$ cat config.mk
export PLATFORM = sky130hd
export DESIGN_NAME = hart_run_ctrl
export DESIGN_NICKNAME = d
export VERILOG_FILES = /design/src/rtl/hart_run_ctrl_pkg.sv /design/src/rtl/hart_run_ctrl_sat_counter.sv /design/src/rtl/hart_run_ctrl.sv
export SDC_FILE = /design/constraint.sdc
export NUM_CORES = 1
export LEC_CHECK = 0
export BUFFER_PORTS_ARGS = -buffer_cell sky130_fd_sc_hd__buf_2
export CORE_MARGIN = 3
export CORE_UTILIZATION = 25
export CTS_CLUSTER_DIAMETER = 200
export DETAILED_ROUTE_END_ITERATION = 12
export PLACE_DENSITY = 0.47
export SETUP_SLACK_MARGIN = 0.4
export SLEW_MARGIN = 40
export SYNTH_ARGS = -nofsm -noshare
export SYNTH_HDL_FRONTEND = slang
export SYNTH_SLANG_ARGS = --single-unit
$ cat constraint.sdc
create_clock -name i_clk -period 3.5 [get_ports i_clk]
set_clock_uncertainty 0.05 [all_clocks]
set_input_delay 0.7 -clock i_clk [delete_from_list [all_inputs] [get_ports i_clk]]
set_output_delay 0.7 -clock i_clk [all_outputs]
set_load 0.1 [all_outputs]
$ cat src/rtl/hart_run_ctrl_pkg.sv
// Shared encodings for the hart run/debug controller: FSM states, stop causes
// and the default enabled-cycle budget.
package hart_run_ctrl_pkg;

  typedef enum logic [2:0] {
    ST_IDLE   = 3'd0,
    ST_RESET  = 3'd1,
    ST_RUN    = 3'd2,
    ST_PAUSED = 3'd3,
    ST_STEP   = 3'd4,
    ST_DONE   = 3'd5
  } state_e;

  typedef enum logic [2:0] {
    CAUSE_NONE    = 3'd0,
    CAUSE_HALT    = 3'd1,
    CAUSE_TRAP    = 3'd2,
    CAUSE_BREAK   = 3'd3,
    CAUSE_STOP    = 3'd4,
    CAUSE_TIMEOUT = 3'd5
  } cause_e;

  localparam int unsigned DEF_MAX_CYCLES = 32'd100000;

endpackage

$ cat src/rtl/hart_run_ctrl_sat_counter.sv
// Saturating up-counter with synchronous clear; o_cnt_next exposes the value
// the counter takes at the next edge.
module sat_counter #(
  parameter int W = 32
) (
  input  logic         i_clk,
  input  logic         i_rst,
  input  logic         i_clr,
  input  logic         i_inc,
  output logic [W-1:0] o_cnt,
  output logic [W-1:0] o_cnt_next
);

  logic [W-1:0] cnt_q, cnt_d;

  always_comb begin
    cnt_d = cnt_q;
    if (i_clr) begin
      cnt_d = '0;
    end else if (i_inc && (cnt_q != '1)) begin
      cnt_d = cnt_q + W'(1);
    end
  end

  always_ff @(posedge i_clk) begin
    if (i_rst) begin
      cnt_q <= '0;
    end else begin
      cnt_q <= cnt_d;
    end
  end

  assign o_cnt      = cnt_q;
  assign o_cnt_next = cnt_d;

endmodule

$ cat src/rtl/hart_run_ctrl.sv
// Run/debug sequencer for the single-cycle hart: reset, clock-enable, counters
// and stop causes. Define HART_RUN_CTRL_BP_EN to build the PC breakpoint compare.
//
// state  | meaning
// IDLE   | hart held in reset, waiting for start
// RESET  | hart reset asserted for RST_CYCLES cycles
// RUN    | hart enabled every cycle
// PAUSED | hart stalled, state inspectable, resume or step
// STEP   | hart enabled for one cycle, then back to PAUSED
// DONE   | run finished (halt/trap/timeout), hart stalled out of reset
module hart_run_ctrl
  import hart_run_ctrl_pkg::*;
#(
  parameter int          CNT_W      = 32,
  parameter int unsigned MAX_CYCLES = DEF_MAX_CYCLES,
  parameter int          RST_CYCLES = 2
) (
  input  logic             i_clk,
  input  logic             i_rst,
  input  logic             i_start,
  input  logic             i_step,
  input  logic             i_stop,
  input  logic             i_bp_en,
  input  logic [31:0]      i_bp_addr,
  input  logic             i_retire_valid,
  input  logic             i_retire_halt,
  input  logic             i_retire_trap,
  input  logic [31:0]      i_retire_pc,
  output logic             o_hart_rst,
  output logic             o_hart_en,
  output logic [2:0]       o_state,
  output logic             o_done,
  output logic [2:0]       o_cause,
  output logic [CNT_W-1:0] o_cycles,
  output logic [CNT_W-1:0] o_instret
);

  localparam int            RW       = (RST_CYCLES > 1) ? $clog2(RST_CYCLES) : 1;
  localparam logic [RW-1:0] RST_LOAD = RW'(RST_CYCLES - 1);

  state_e          state_q, state_d;
  cause_e          cause_q, cause_d;
  logic [RW-1:0]   rcnt_q, rcnt_d;
  logic            hart_rst_q, hart_rst_d;
  logic            hart_en_q, hart_en_d;
  logic            done_q, done_d;

  logic            cnt_clr;
  logic            enabled;
  logic            ev_trap, ev_halt, ev_timeout, ev_break;
  logic [CNT_W-1:0] cycles, cycles_next;
  logic [CNT_W-1:0] instret, unused_instret_next;

  assign enabled    = (state_q == ST_RUN) || (state_q == ST_STEP);
  assign ev_trap    = i_retire_valid & i_retire_trap;
  assign ev_halt    = i_retire_valid & i_retire_halt;
  // Compare against the post-increment count so the budget is exact.
  assign ev_timeout = (MAX_CYCLES != 0) && (cycles_next == CNT_W'(MAX_CYCLES));

`ifdef HART_RUN_CTRL_BP_EN
  assign ev_break = i_bp_en & i_retire_valid & (i_retire_pc == i_bp_addr);
`else
  logic unused_bp;
  assign ev_break  = 1'b0;
  assign unused_bp = ^{i_bp_en, i_bp_addr, i_retire_pc};
`endif

  always_comb begin
    state_d = state_q;
    cause_d = cause_q;
    rcnt_d  = rcnt_q;
    cnt_clr = 1'b0;
    unique case (state_q)
      ST_IDLE, ST_DONE: begin
        if (i_start) begin
          state_d = ST_RESET;
          rcnt_d  = RST_LOAD;
          cause_d = CAUSE_NONE;
          cnt_clr = 1'b1;
        end
      end
      ST_RESET: begin
        if (rcnt_q == '0) begin
          state_d = ST_RUN;
        end else begin
          rcnt_d = rcnt_q - RW'(1);
        end
      end
      ST_RUN, ST_STEP: begin
        if (state_q == ST_STEP) state_d = ST_PAUSED;
        if (ev_trap) begin
          state_d = ST_DONE;
          cause_d = CAUSE_TRAP;
        end else if (ev_halt) begin
          state_d = ST_DONE;
          cause_d = CAUSE_HALT;
        end else if (ev_timeout) begin
          state_d = ST_DONE;
          cause_d = CAUSE_TIMEOUT;
        end else if (ev_break) begin
          state_d = ST_PAUSED;
          cause_d = CAUSE_BREAK;
        end else if (i_stop) begin
          state_d = ST_PAUSED;
          cause_d = CAUSE_STOP;
        end
      end
      ST_PAUSED: begin
        if (i_start) begin
          state_d = ST_RUN;
          cause_d = CAUSE_NONE;
        end else if (i_step) begin
          state_d = ST_STEP;
        end
      end
      default: state_d = ST_IDLE;
    endcase

    // Outputs are decoded from the next state so they register alongside it.
    hart_rst_d = (state_d == ST_IDLE) || (state_d == ST_RESET);
    hart_en_d  = (state_d == ST_RUN) || (state_d == ST_STEP);
    done_d     = (state_d == ST_DONE);
  end

  always_ff @(posedge i_clk) begin
    if (i_rst) begin
      state_q    <= ST_IDLE;
      cause_q    <= CAUSE_NONE;
      rcnt_q     <= '0;
      hart_rst_q <= 1'b1;
      hart_en_q  <= 1'b0;
      done_q     <= 1'b0;
    end else begin
      state_q    <= state_d;
      cause_q    <= cause_d;
      rcnt_q     <= rcnt_d;
      hart_rst_q <= hart_rst_d;
      hart_en_q  <= hart_en_d;
      done_q     <= done_d;
    end
  end

  sat_counter #(.W(CNT_W)) u_cycles (
    .i_clk      (i_clk),
    .i_rst      (i_rst),
    .i_clr      (cnt_clr),
    .i_inc      (enabled),
    .o_cnt      (cycles),
    .o_cnt_next (cycles_next)
  );

  sat_counter #(.W(CNT_W)) u_instret (
    .i_clk      (i_clk),
    .i_rst      (i_rst),
    .i_clr      (cnt_clr),
    .i_inc      (enabled & i_retire_valid),
    .o_cnt      (instret),
    .o_cnt_next (unused_instret_next)
  );

  assign o_hart_rst = hart_rst_q;
  assign o_hart_en  = hart_en_q;
  assign o_state    = state_q;
  assign o_done     = done_q;
  assign o_cause    = cause_q;
  assign o_cycles   = cycles;
  assign o_instret  = instret;

endmodule

== After elaboration in Yosys (flattened, before gate mapping) ==
Cells that the tools add are included.

* Register bits: 74
* Bits of input ports: 73
* Output and inout bits: 73

* Add/subtract/negate cells: 3
* Equal/unequal tests: 15
* Multiplexer cells: 23
* Bitwise gates (word level): 3
* Reduce and logical (&&, ||, !) cells: 15

{| class="wikitable"
|+ Operator list
! cell !! number
|-
| 32-bit by 1-bit adder with 32-bit output, second input constant || 2
|-
| 32-bit 2-to-1 mux || 2
|-
| 32-bit != test, second input constant || 2
|-
| 3-bit 2-to-1 mux || 14
|-
| 32-bit by 17-bit equality test with 1-bit output, second input constant || 1
|-
| 3-bit equality test, second input constant || 4
|-
| 3-bit one-hot mux with 4 select lines || 1
|-
| 3-bit by 2-bit equality test with 1-bit output, second input constant || 3
|-
| 3-bit by 1-bit equality test with 1-bit output, second input constant || 2
|-
| 3-bit logical NOT || 2
|-
| 3-bit one-hot mux with 2 select lines || 1
|-
| 2-bit OR reduction || 3
|-
| 5-bit != test, second input constant || 1
|-
| 1-bit 2-to-1 mux || 4
|-
| 2-bit nonzero test || 2
|-
| 1-bit bitwise AND || 3
|-
| 1-bit logical OR || 3
|-
| 3-bit AND reduction || 1
|-
| 3-bit OR reduction || 1
|-
| 1-bit logical AND || 2
|-
| 2-bit by 1-bit != test with 1-bit output, second input constant || 1
|-
| 2-bit != test, second input constant || 1
|-
| 1-bit one-hot mux with 2 select lines || 1
|-
| 2-bit AND reduction || 1
|-
| 1-bit subtractor, second input constant || 1
|}

== Logic depth before layout (Yosys ltp) ==
Gate-level depths: netlist (run 1).

* Depth in word-level cells: 12
* Mapped depth: 11
* Mapped depth without buffers: 10

== Modules after synthesis ==
From an unflattened synthesis (run 1), not the netlist that was laid out.

* Cell total of the unflattened synthesis: 645
* Area, all modules: 4809.6 sq um

{| class="wikitable"
|+ By module, submodules not included
! module !! instances !! cells each !! area an instance (sq um)
|-
| sat_counter || 2 || 282 || 2082.0
|-
| hart_run_ctrl || 1 || 81 || 645.6
|}

== Worst setup path after synthesis (run 1) ==
No wires, ideal clock.

* Path type: register to register
* From: register u_cycles.cnt_q[4] (netlist: u_cycles.o_cnt[4])
* To: register cause_q[0] (netlist: o_cause[0])
* Library setup time: 0.086 ns
* Data arrival time: 3.667 ns
* Data required time: 3.364 ns
* Slack: -0.303 ns
* Stages on the path, launching flop included: 11
* Path through: dfxtp_1 buf_2 nand4_2 or2_1 a311o_1 nor4_1 mux2i_1 nor4b_1 nand4_1 or3_4 a221oi_2

* Cells in the longest elaborated chain, start to end: 9

{| class="wikitable"
|+ RTL lines
! item !! RTL line !! source
|-
| start: declaration || hart_run_ctrl_sat_counter.sv:14 || <nowiki>logic [W-1:0] cnt_q, cnt_d;</nowiki>
|-
| start signal: assignment || hart_run_ctrl_sat_counter.sv:29 || <nowiki>cnt_q <= cnt_d;</nowiki>
|-
| parallel branches: the longest is 2 deep, another holds 32-bit by 1-bit adder with 32-bit output || -- ||
|-
| 32-bit 2-to-1 mux * || hart_run_ctrl_sat_counter.sv:20 || <nowiki>end else if (i_inc && (cnt_q != '1)) begin</nowiki>
|-
| 32-bit 2-to-1 mux * || hart_run_ctrl_sat_counter.sv:18 || <nowiki>if (i_clr) begin</nowiki>
|-
| 32-bit by 17-bit equality test with 1-bit output * || hart_run_ctrl.sv:58 || <nowiki>assign ev_timeout = (MAX_CYCLES != 0) && (cycles_next == CNT_W'(MAX_CYCLES));</nowiki>
|-
| 3-bit 2-to-1 mux || hart_run_ctrl.sv:97 || <nowiki>end else if (ev_timeout) begin</nowiki>
|-
| 3-bit 2-to-1 mux || hart_run_ctrl.sv:94 || <nowiki>end else if (ev_halt) begin</nowiki>
|-
| 3-bit 2-to-1 mux || hart_run_ctrl.sv:91 || <nowiki>if (ev_trap) begin</nowiki>
|-
| 3-bit one-hot mux with 2 select lines || hart_run_ctrl.sv:73 || <nowiki>unique case (state_q)</nowiki>
|-
| end signal: assignment || hart_run_ctrl.sv:135 || <nowiki>cause_q <= cause_d;</nowiki>
|-
| end: declaration || hart_run_ctrl.sv:42 || <nowiki>cause_e cause_q, cause_d;</nowiki>
|}

Mark *: on every way between the ends.
A chain may end at the register's enable or synchronous reset.

== Final worst setup path (run 1) ==
* From: register state_q[0] (netlist: o_state[0])
* To: register cause_q[0] (netlist: o_cause[0])

* Cells in the longest elaborated chain, start to end: 10

{| class="wikitable"
|+ RTL lines
! item !! RTL line !! source
|-
| start: declaration || hart_run_ctrl.sv:41 || <nowiki>state_e state_q, state_d;</nowiki>
|-
| start signal: assignment || hart_run_ctrl.sv:134 || <nowiki>state_q <= state_d;</nowiki>
|-
| 3-bit by 2-bit equality test with 1-bit output or 3-bit equality test (tied branches) || hart_run_ctrl.sv:54, hart_run_ctrl.sv:73 ||
|-
| 1-bit logical OR || hart_run_ctrl.sv:54 || <nowiki>assign enabled = (state_q == ST_RUN) || (state_q == ST_STEP);</nowiki>
|-
| 1-bit logical AND || hart_run_ctrl_sat_counter.sv:20 ||
|-
| 32-bit 2-to-1 mux || hart_run_ctrl_sat_counter.sv:20 ||
|-
| 32-bit 2-to-1 mux || hart_run_ctrl_sat_counter.sv:18 ||
|-
| 32-bit by 17-bit equality test with 1-bit output || hart_run_ctrl.sv:58 ||
|-
| 3-bit 2-to-1 mux || hart_run_ctrl.sv:97 ||
|-
| 3-bit 2-to-1 mux || hart_run_ctrl.sv:94 ||
|-
| 3-bit 2-to-1 mux || hart_run_ctrl.sv:91 ||
|-
| 3-bit one-hot mux with 2 select lines || hart_run_ctrl.sv:73 ||
|}

Several ways; a longest one is shown, not always the timed one.

==> results of run 1 <==
[flip-flops by register name, summed over array words and instances (netlist names)]
| register | flops |
|---|---|
| u_instret.o_cnt | 32 |
| u_cycles.o_cnt | 32 |
| o_done | 1 |
| o_state | 3 |
| o_hart_en | 1 |
| rcnt_q | 1 |
| o_cause | 3 |
| o_hart_rst | 1 |
[cell usage after synthesis, drive strengths merged (5+ instances only)]
| library cell | instances | area [um^2] |
|---|---|---|
| a21oi | 16 | 80.1 |
| and3 | 10 | 62.6 |
| buf | 6 | 28.8 |
| clkbuf | 15 | 57.6 |
| dfxtp | 74 | 1480 |
| inv | 7 | 26.3 |
| nand2 | 39 | 146 |
| nand2b | 7 | 43.8 |
| nand3 | 29 | 145 |
| nand4 | 22 | 144 |
| nor2 | 75 | 282 |
| nor2b | 9 | 56.3 |
| nor3 | 14 | 70.1 |
| nor4 | 11 | 75.1 |
| o21ai | 16 | 80.1 |
| o31ai | 5 | 37.5 |
| or2 | 6 | 37.5 |
| or3 | 13 | 91.3 |
| xnor2 | 23 | 201 |
| xor2 | 34 | 298 |
[through the flow]
step | total power (uW) | util, % | setup WS [ps] | instance area [um^2] | instances
floorplan | 1070 | - | 405 | 4100 | 488
global placement | 1140 | 31.0 | 235 | 4750 | 769
detailed placement | 1140 | 31.0 | 199 | 4750 | 769
CTS | 2110 | 34.1 | 407 | 5220 | 789
global route | 2190 | 36.0 | 348 | 5520 | 808
finish | 2080 | 36.0 | 485 | 5520 | 808
[worst min-delay path by stage]
stage               slack (ps)                          endpoint
finish                     430  u_instret.o_cnt[11]$_SDFFE_PP0P_
global route               460           o_cause[2]$_SDFFE_PP0P_
CTS                        440  u_instret.o_cnt[11]$_SDFFE_PP0P_
detailed placement         430  u_instret.o_cnt[11]$_SDFFE_PP0P_
global placement           420  u_instret.o_cnt[11]$_SDFFE_PP0P_
floorplan                  440               rcnt_q$_SDFFE_PP0P_
[cell usage in the layout (no fill, tap or decap), types with 22 or more instances in the layout]
master	instances
dfxtp_1	31
xor2_1	33
buf_2	80
buf_4	33
nor2_1	73
nand3_1	27
dfxtp_2	22
nand2_1	39
[power by group through the flow]
stage | sequential [uW] | combinational (uW) | clock [uW]
2_1_floorplan | 956 | 119 | 0
3_3_place_gp | 873 | 267 | 0
3_5_place_dp | 874 | 268 | 0
4_1_cts | 855 | 272 | 980
5_1_grt | 857 | 309 | 1020
6_report | 855 | 288 | 935
[repair_timing]
action                                  in CTS  in global routing
buffers inserted                             4                 19
endpoints found under the setup margin       7                  8
pin swaps                                   10                 14
gates resized for setup                     25                 26
[worst max-delay path, delay by kind of cell, from the launching register on]
kind | cells | cell delay (ps)
DFF | 1 | 340
and+or+nand+nor | 5 | 1730
buffers and inverters | 1 | 160
AOI/OAI and AO/OA | 3 | 630
[cell type report]
cell class,instances,area (um^2)
Fill cell,1620,9800
Multi-Input combinational cell,386,2660
Sequential cell,74,1590
Timing Repair Buffer,114,668
Clock buffer,11,275
Tap cell,211,264
Clock inverter,5,31.3
Inverter,7,26.3
[routing by layer]
layer / global-route usage (%) / routed length, um
met5: 0 / 0
met4: 4.55 / 220
met3: 5.93 / 784
met2: 21.8 / 5730
met1: 16.9 / 5350
[cell families (layout without fill, tap and decap cells)]
family                   count (synthesis)  in the layout  share of synthesized area [%]
AND/OR/NAND/NOR                        256            256                           33.6
AO/OA/AOI/OAI                           67             67                           11.5
adder cells (fa/ha/maj)                  2              2                          0.636
flip-flops                              74             74                           37.6
XOR/XNOR                                57             57                           12.7
multiplexers                             4              4                           1.05
buffers and inverters                   28            137                           2.86
==> impl_metrics.py, run 1 <==
metrics = {
    "outcome": {
        "status": "completed",
    },
    "job": {
        "cap_violations": 0,
    },
    "floorplanning": {
        "core_um2": 15300,
        "dieWidth_um": 131,
        "start_util_pct": 25.7,
        "die_area_um2": 17300,
        "die_h_um": 131,
        "rows": 45,
        "io-pin-count": 146,
    },
    "clock_network": {
        "root_buffer": "clkbuf_16",
        "clkTransAtPathRegs_ps": 60,
        "cts_hold_buf": 0,
        "clk_path_buf_depth": 2,
        "numCtsBuffers": 9,
        "insertion_delay_ps": 340,
        "cts_htree_levels": 3,
        "clock-sinks": 74,
        "cts_tree": "built",
    },
    "worst_setup_path": {
        "rr_worst_depth": 9,
        "worst_setup_path_start_kind": "register",
        "rr_startpoint": "o_state[0]$_SDFF_PP0_",
        "end_kind": "register",
        "slowest_stage": "or4_4",
        "slowest_delay_ps": 570,
        "crit_type": "reg2reg",
        "r2r-end": "o_cause[0]$_SDFFE_PP0P_",
        "crit_end": "o_cause[0]$_SDFFE_PP0P_",
        "path_cells": "nand2b_1 -> or3_4 -> buf_12 -> or4_4 -> nor2_4 -> o2111ai_4 -> o21a_1 -> or3_4 -> a221oi_2",
        "crit_start": "o_state[0]$_SDFF_PP0_",
        "required_ps": 3700,
        "cp_common_cell": "or3_4",
        "arrival_ps": 3220,
        "critPathMaxFanout": 11,
        "r2r_slack_ps": 490,
    },
    "hold_path": {
        "min_path_type": "reg2reg",
        "min-delay-start": "u_instret.o_cnt[11]$_SDFFE_PP0P_",
        "hold-path-cell-count": 2,
    },
    "detailed_routing": {
        "drt-wirelength-per-cell_um": 15.0,
        "drt_pass1_iterations": 4,
        "drt_iter0_drc": 134,
        "drt_wl_total_mm": 12.1,
        "drtAntennaViolNets": 0,
        "drc": 0,
        "vias": 3891,
        "via_per_inst": 4.82,
    },
    "timing": {
        "maxSlewViolCount": 0,
        "relSlewSlack_pct": 58.7,
        "final.min_clock_period_ps": 3010,
        "rsz0062_at_grt": "true",
        "hold_viol": 0,
        "fin_crit_sh_pct": 86.1,
        "clock.fmax_mhz": 332,
        "setup_viol": 0,
        "whs_ps": 433,
        "tightest_slew_ps": 614,
        "totalNegativeSetupSlack_ps": 0,
    },
    "pwr": {
        "p_seq_share_pct": 41.1,
        "combPwrFrac_pct": 13.9,
        "max-vdd-ir-drop_mv": 0.237,
        "p_clk_share_pct": 45.0,
        "switching_power_uw": 591,
        "intPower_uw": 1490,
        "leakage_uw": 0.00214,
        "sw_frac_of_total_pct": 28.4,
        "power_density_nw_per_um2": 377,
    },
    "synth": {
        "netlist_area_um2": 3940,
        "synthCells": 488,
        "yosysWarnings": 0,
        "synth_edf_count": 0,
        "syn_nets": 563,
        "synth.ff_latch_count": 74,
        "async_flop_share_pct": 0,
        "synth_flop_cell": "dfxtp_1",
        "synth.distinct_cells": 59,
        "ys_seq_area_share_pct": 37.6,
        "synth.avg_cell_area_um2": 8.06,
    },
    "layout": {
        "drive_gt1_share_pct": 37.5,
        "syn_to_final_growth_pct": 40.2,
        "final_net_count": 667,
        "diodes": 0,
    },
    "placement": {
        "gp_congestion": 0.857,
        "port_buffers": 80,
        "dp_hpwl_mm": 8.90,
    },
    "global_route": {
        "grt_usage_pct": 13.8,
        "grt_pass1_wl_mm": 19.5,
        "overflow": 0,
        "grt_max_degree": 36,
        "grt_pass1_vias": 3789,
        "antenna_found_initial": 0,
    },
}
No activity file was read; power rests on OpenSTA's default activity.
==> run 2: changes to the inputs <==
==> constraint.sdc (replaced) <==
create_clock -name i_clk -period 3.8 [get_ports i_clk]
set_clock_uncertainty 0.05 [all_clocks]
set_input_delay 0.76 -clock i_clk [delete_from_list [all_inputs] [get_ports i_clk]]
set_output_delay 0.76 -clock i_clk [all_outputs]
set_load 0.1 [all_outputs]
==> run 2 against run 1 <==
Cell count is 3.1% lower; critical path depth stayed put; sequential share of layout area increased by 1.8 points; global-route usage shrank 0.18 points; wire length is 1.9% lower; critical path type unchanged; critical endpoint unchanged.
==> impl_metrics.py, run 2 (synthesized netlist as in run 1, its figures left out) <==
metrics = {
    "clock_network": {
        "clkTransAtPathRegs_ps": 60,
        "numCtsBuffers": 9,
        "clock-sinks": 74,
        "post-cts-setup-buffers": 0,
        "cts_htree_levels": 3,
        "cts_hold_buf": 0,
        "cts_tree": "built",
        "cts_resized": 0,
        "insertion_delay_ps": 350,
        "clk_path_buf_depth": 2,
        "root_buffer": "clkbuf_16",
    },
    "worst_setup_path": {
        "critPathMaxFanout": 8,
        "r2r_slack_ps": 590,
        "arrival_ps": 3430,
        "required_ps": 4020,
        "crit_type": "reg2reg",
        "worst_setup_path_start_kind": "register",
        "end_kind": "register",
    },
    "layout": {
        "diodes": 0,
        "syn_to_final_growth_pct": 26.0,
        "fin_util_pct": 32.4,
        "layout_common_cells": "80 x buf_2, 75 x nor2_1, 51 x dfxtp_1",
        "final_net_count": 643,
        "layout.cells.non_filler": 783,
        "final_common_cell": "buf_2",
        "drive_gt1_share_pct": 26.2,
    },
    "detailed_routing": {
        "drt_pass1_iterations": 4,
        "drt_wl_total_mm": 11.9,
        "drtAntennaViolNets": 0,
        "via_per_inst": 4.84,
        "drc": 0,
        "drt_iter0_drc": 191,
        "drt-wirelength-per-cell_um": 15.1,
        "vias": 3790,
    },
    "timing": {
        "maxSlewViolCount": 0,
        "tightest_slew_ps": 597,
        "rsz0062_at_grt": "false",
        "relSlewSlack_pct": 59.8,
        "final.min_clock_period_ps": 3210,
        "hold_viol": 0,
        "whs_ps": 435,
        "totalNegativeSetupSlack_ps": 0,
        "setup_viol": 0,
        "fin_crit_sh_pct": 84.5,
        "clock.fmax_mhz": 311,
    },
    "placement": {
        "gp_congestion": 0.901,
        "dp_hpwl_mm": 8.87,
        "place_inst": 768,
        "port_buffers": 80,
    },
    "global_route": {
        "grt_pass1_wl_mm": 18.9,
        "grt_pass1_vias": 3705,
        "grt_usage_pct": 13.6,
        "grt_max_degree": 50,
        "antenna_found_initial": 0,
        "overflow": 0,
    },
    "pwr": {
        "p_clk_share_pct": 45.1,
        "p_seq_share_pct": 41.9,
        "leakage_uw": 0.00185,
        "combPwrFrac_pct": 12.9,
        "max-vdd-ir-drop_mv": 0.246,
        "power_density_nw_per_um2": 383,
        "sw_frac_of_total_pct": 28.2,
        "intPower_uw": 1360,
        "switching_power_uw": 536,
    },
    "floorplanning": {
        "io-pin-count": 146,
        "die_h_um": 131,
        "die_area_um2": 17300,
        "core_um2": 15300,
        "dieWidth_um": 131,
        "start_util_pct": 25.7,
        "rows": 45,
    },
    "hold_path": {
        "min_path_type": "reg2reg",
    },
    "outcome": {
        "status": "completed",
    },
    "job": {
        "cap_violations": 0,
    },
}
[run 2: metrics by stage]
step	total power, uW	setup WS (ps)	cell area (um^2)
after detailed placement	1060	472	4630
after global routing	1990	416	4960
after CTS	1940	446	4920
after global placement	1060	447	4630
final	1900	590	4960
after floorplan	999	403	3970
[run 2: worst paths after layout]
path,start,to,cells past startpoint
worst max register to register,u_cycles.o_cnt[2]$_SDFF_PP0_,o_cause[0]$_SDFFE_PP0P_,9
worst min register to register,o_cause[2]$_SDFFE_PP0P_,o_cause[2]$_SDFFE_PP0P_,2
worst max-delay path,u_cycles.o_cnt[2]$_SDFF_PP0_,o_cause[0]$_SDFFE_PP0P_,9
worst min-delay path,o_cause[2]$_SDFFE_PP0P_,o_cause[2]$_SDFFE_PP0P_,2
[run 2: final cells by class]
type | count | area, um^2
Clock buffer | 11 | 275
Sequential cell | 74 | 1520
Inverter | 7 | 26.3
Tap cell | 211 | 264
Clock inverter | 4 | 22.5
Multi-Input combinational cell | 386 | 2380
Fill cell | 1682 | 10400
Timing Repair Buffer | 90 | 475
[run 2: power groups by stage]
stage | Clock (uW) | Sequential, uW | Combinational [uW]
after global routing | 925 | 797 | 265
final | 857 | 796 | 246
after detailed placement | 0 | 813 | 247
after floorplan | 0 | 891 | 108
after CTS | 896 | 796 | 247
after global placement | 0 | 813 | 245
[run 2: critical path: stages (launching register included)]
cell      delay (ps)
dfxtp_2          400
nand4_1          160
or2_1            270
a311o_1          440
or3_1            410
xor2_1           240
nand4_1          250
o21a_1           260
or3_4            410
a221oi_2         240
[run 2: routing by layer]
layer / track usage, % / up-vias / routed length (um)
li1: - / 1888 / -
met1: 15.5 / 1783 / 5080
met2: 22.7 / 103 / 5710
met3: 5.74 / 16 / 854
met4: 5.08 / 0 / 211
met5: 0 / - / 0
==> run 3: changes to the inputs <==
==> constraint.sdc (replaced) <==
create_clock -name i_clk -period 3.15 [get_ports i_clk]
set_clock_uncertainty 0.05 [all_clocks]
set_input_delay 0.63 -clock i_clk [delete_from_list [all_inputs] [get_ports i_clk]]
set_output_delay 0.63 -clock i_clk [all_outputs]
set_load 0.1 [all_outputs]
==> run 3 against run 2 <==
Clock power rose by 23%; global-route usage up 1.0 points; final area increased by 19%; critical endpoint unchanged; highest routed layer unchanged.
==> impl_metrics.py, run 3 (synthesized netlist as in run 1, its figures left out) <==
metrics = {
    "outcome": {
        "status": "completed",
    },
    "worst_setup_path": {
        "slowest_delay_ps": 420,
        "slowest_stage": "or3_4",
        "path_depth": 9,
        "crit_type": "reg2reg",
        "crit_end": "o_cause[0]$_SDFFE_PP0P_",
        "worst_setup_path_start_kind": "register",
        "cp_common_cell": "or3_4",
        "rr_worst_depth": 9,
        "r2r-end": "o_cause[0]$_SDFFE_PP0P_",
        "path_cells": "xnor2_4 -> or3_4 -> or2_4 -> o31a_1 -> nor3b_4 -> o2111ai_4 -> o21a_1 -> or3_4 -> a221oi_2",
        "arrival_ps": 3160,
        "end_kind": "register",
        "rr_startpoint": "o_state[1]$_SDFF_PP0_",
        "required_ps": 3360,
        "crit_start": "o_state[1]$_SDFF_PP0_",
        "crit_buf_inv": 0,
        "critPathMaxFanout": 8,
        "r2r_slack_ps": 200,
        "crit_family": "simple AND/OR/NAND/NOR gates",
    },
    "detailed_routing": {
        "via_per_inst": 4.78,
        "drtAntennaViolNets": 0,
        "drt_iter0_drc": 186,
        "drt_pass1_iterations": 4,
        "drt-wirelength-per-cell_um": 15.2,
        "vias": 3991,
        "drc": 0,
        "drt_wl_total_mm": 12.7,
    },
    "global_route": {
        "grt_usage_pct": 14.6,
        "grt_pass1_wl_mm": 20.6,
        "overflow": 0,
        "grt_max_degree": 65,
        "grt_pass1_vias": 3983,
        "antenna_found_initial": 0,
    },
    "hold_path": {
        "min_path_type": "reg2reg",
    },
    "layout": {
        "diodes": 0,
        "syn_to_final_growth_pct": 49.9,
        "seq_area_um2": 1650,
        "final_net_count": 694,
        "layout_common_cells": "80 x buf_2, 73 x nor2_1, 57 x buf_4",
        "final_common_cell": "buf_2",
        "multiInputGateArea_um2": 2770,
        "nFillCells": 1597,
        "fin_util_pct": 38.5,
        "drive_gt1_share_pct": 46.2,
    },
    "timing": {
        "hold_viol": 0,
        "tightest_slew_ps": 627,
        "final.min_clock_period_ps": 2950,
        "maxSlewViolCount": 0,
        "setup_viol": 0,
        "setup_ws_ps": 196,
        "rsz0062_at_grt": "true",
        "clock.fmax_mhz": 339,
        "relSlewSlack_pct": 58.2,
        "fin_crit_sh_pct": 93.8,
    },
    "floorplanning": {
        "io-pin-count": 146,
        "core_um2": 15300,
        "start_util_pct": 25.7,
        "die_area_um2": 17300,
        "dieWidth_um": 131,
        "rows": 45,
        "die_h_um": 131,
    },
    "pwr": {
        "power_density_nw_per_um2": 396,
        "leakage_uw": 0.00231,
        "max-vdd-ir-drop_mv": 0.348,
    },
    "clock_network": {
        "cts_hold_buf": 0,
        "numCtsBuffers": 9,
        "insertion_delay_ps": 340,
        "cts_htree_levels": 3,
        "clkTransAtPathRegs_ps": 60,
        "root_buffer": "clkbuf_16",
        "clock-sinks": 74,
        "clk_path_buf_depth": 2,
        "cts_tree": "built",
    },
    "placement": {
        "pre_cts_ws_ps": -69.9,
        "dp_hpwl_mm": 9.22,
        "port_buffers": 80,
        "gp_congestion": 0.841,
    },
    "job": {
        "cap_violations": 0,
    },
}
## run 3: changes by cell type in the layout (fill, tap and decap cells not counted), sizes merged
cell      change
clkinvlp      -1
buf          +51
inv           +2
## run 3: cell type report
cell class	instances	share of cell area [%]
Clock buffer	11	4.67
Tap cell	211	4.48
Inverter	7	0.446
Timing Repair Buffer	141	15.0
Sequential cell	74	27.9
Multi-Input combinational cell	386	47.0
Clock inverter	5	0.530
## run 3: repair_timing
action,4_1_cts,5_1_grt
endpoints found under the setup margin,12,12
buffers inserted,12,6
gates resized for setup,30,34
hold endpoints to repair,0,0
pin swaps,17,21
## run 3: worst min-delay path by stage
stage / start / to / depth (start not counted)
detailed placement: u_instret.o_cnt[13]$_SDFFE_PP0P_ / u_instret.o_cnt[13]$_SDFFE_PP0P_ / 2
finish: o_cause[1]$_SDFFE_PP0P_ / o_cause[1]$_SDFFE_PP0P_ / 2
global placement: o_cause[2]$_SDFFE_PP0P_ / o_cause[2]$_SDFFE_PP0P_ / 2
floorplan: rcnt_q$_SDFFE_PP0P_ / rcnt_q$_SDFFE_PP0P_ / 2
global route: o_cause[2]$_SDFFE_PP0P_ / o_cause[2]$_SDFFE_PP0P_ / 2
CTS: o_cause[1]$_SDFFE_PP0P_ / o_cause[1]$_SDFFE_PP0P_ / 2
## run 3: tightest hold or removal path, cell delays in order (launching register included)
cell and delay (ps):
dfxtp_1 310, nand2b_1 60, o21ai_0 70
## run 3: per-layer routing
| layer | GRT usage, % | vias to the layer above | wire (um) |
|---|---|---|---|
| met1 | 18.3 | 1889 | 5680 |
| li1 | - | 1996 | - |
| met5 | 0 | - | 0 |
| met2 | 24.5 | 94 | 6290 |
| met3 | 3.94 | 12 | 585 |
| met4 | 4.67 | 0 | 153 |
## run 3: where the power goes
part           leakage (uW)  total (uW)  switching, uW  internal, uW
Combinational       0.00151         353            241           112
Clock              0.000156        1050            419           629
Sequential         0.000640         936           11.6           924
Total               0.00231        2340            672          1660
## run 3: through the flow
stage	cell area [um^2]	total power, uW	cells	TNS (ps)	hold slack (ps)
after detailed placement	5100	1280	801	-69.9	444
final	5900	2340	835	0	442
after CTS	5670	2360	829	0	455
after global routing	5900	2450	835	0	479
after floorplan	4220	1190	488	0	440
after global placement	5100	1280	801	-37.2	425
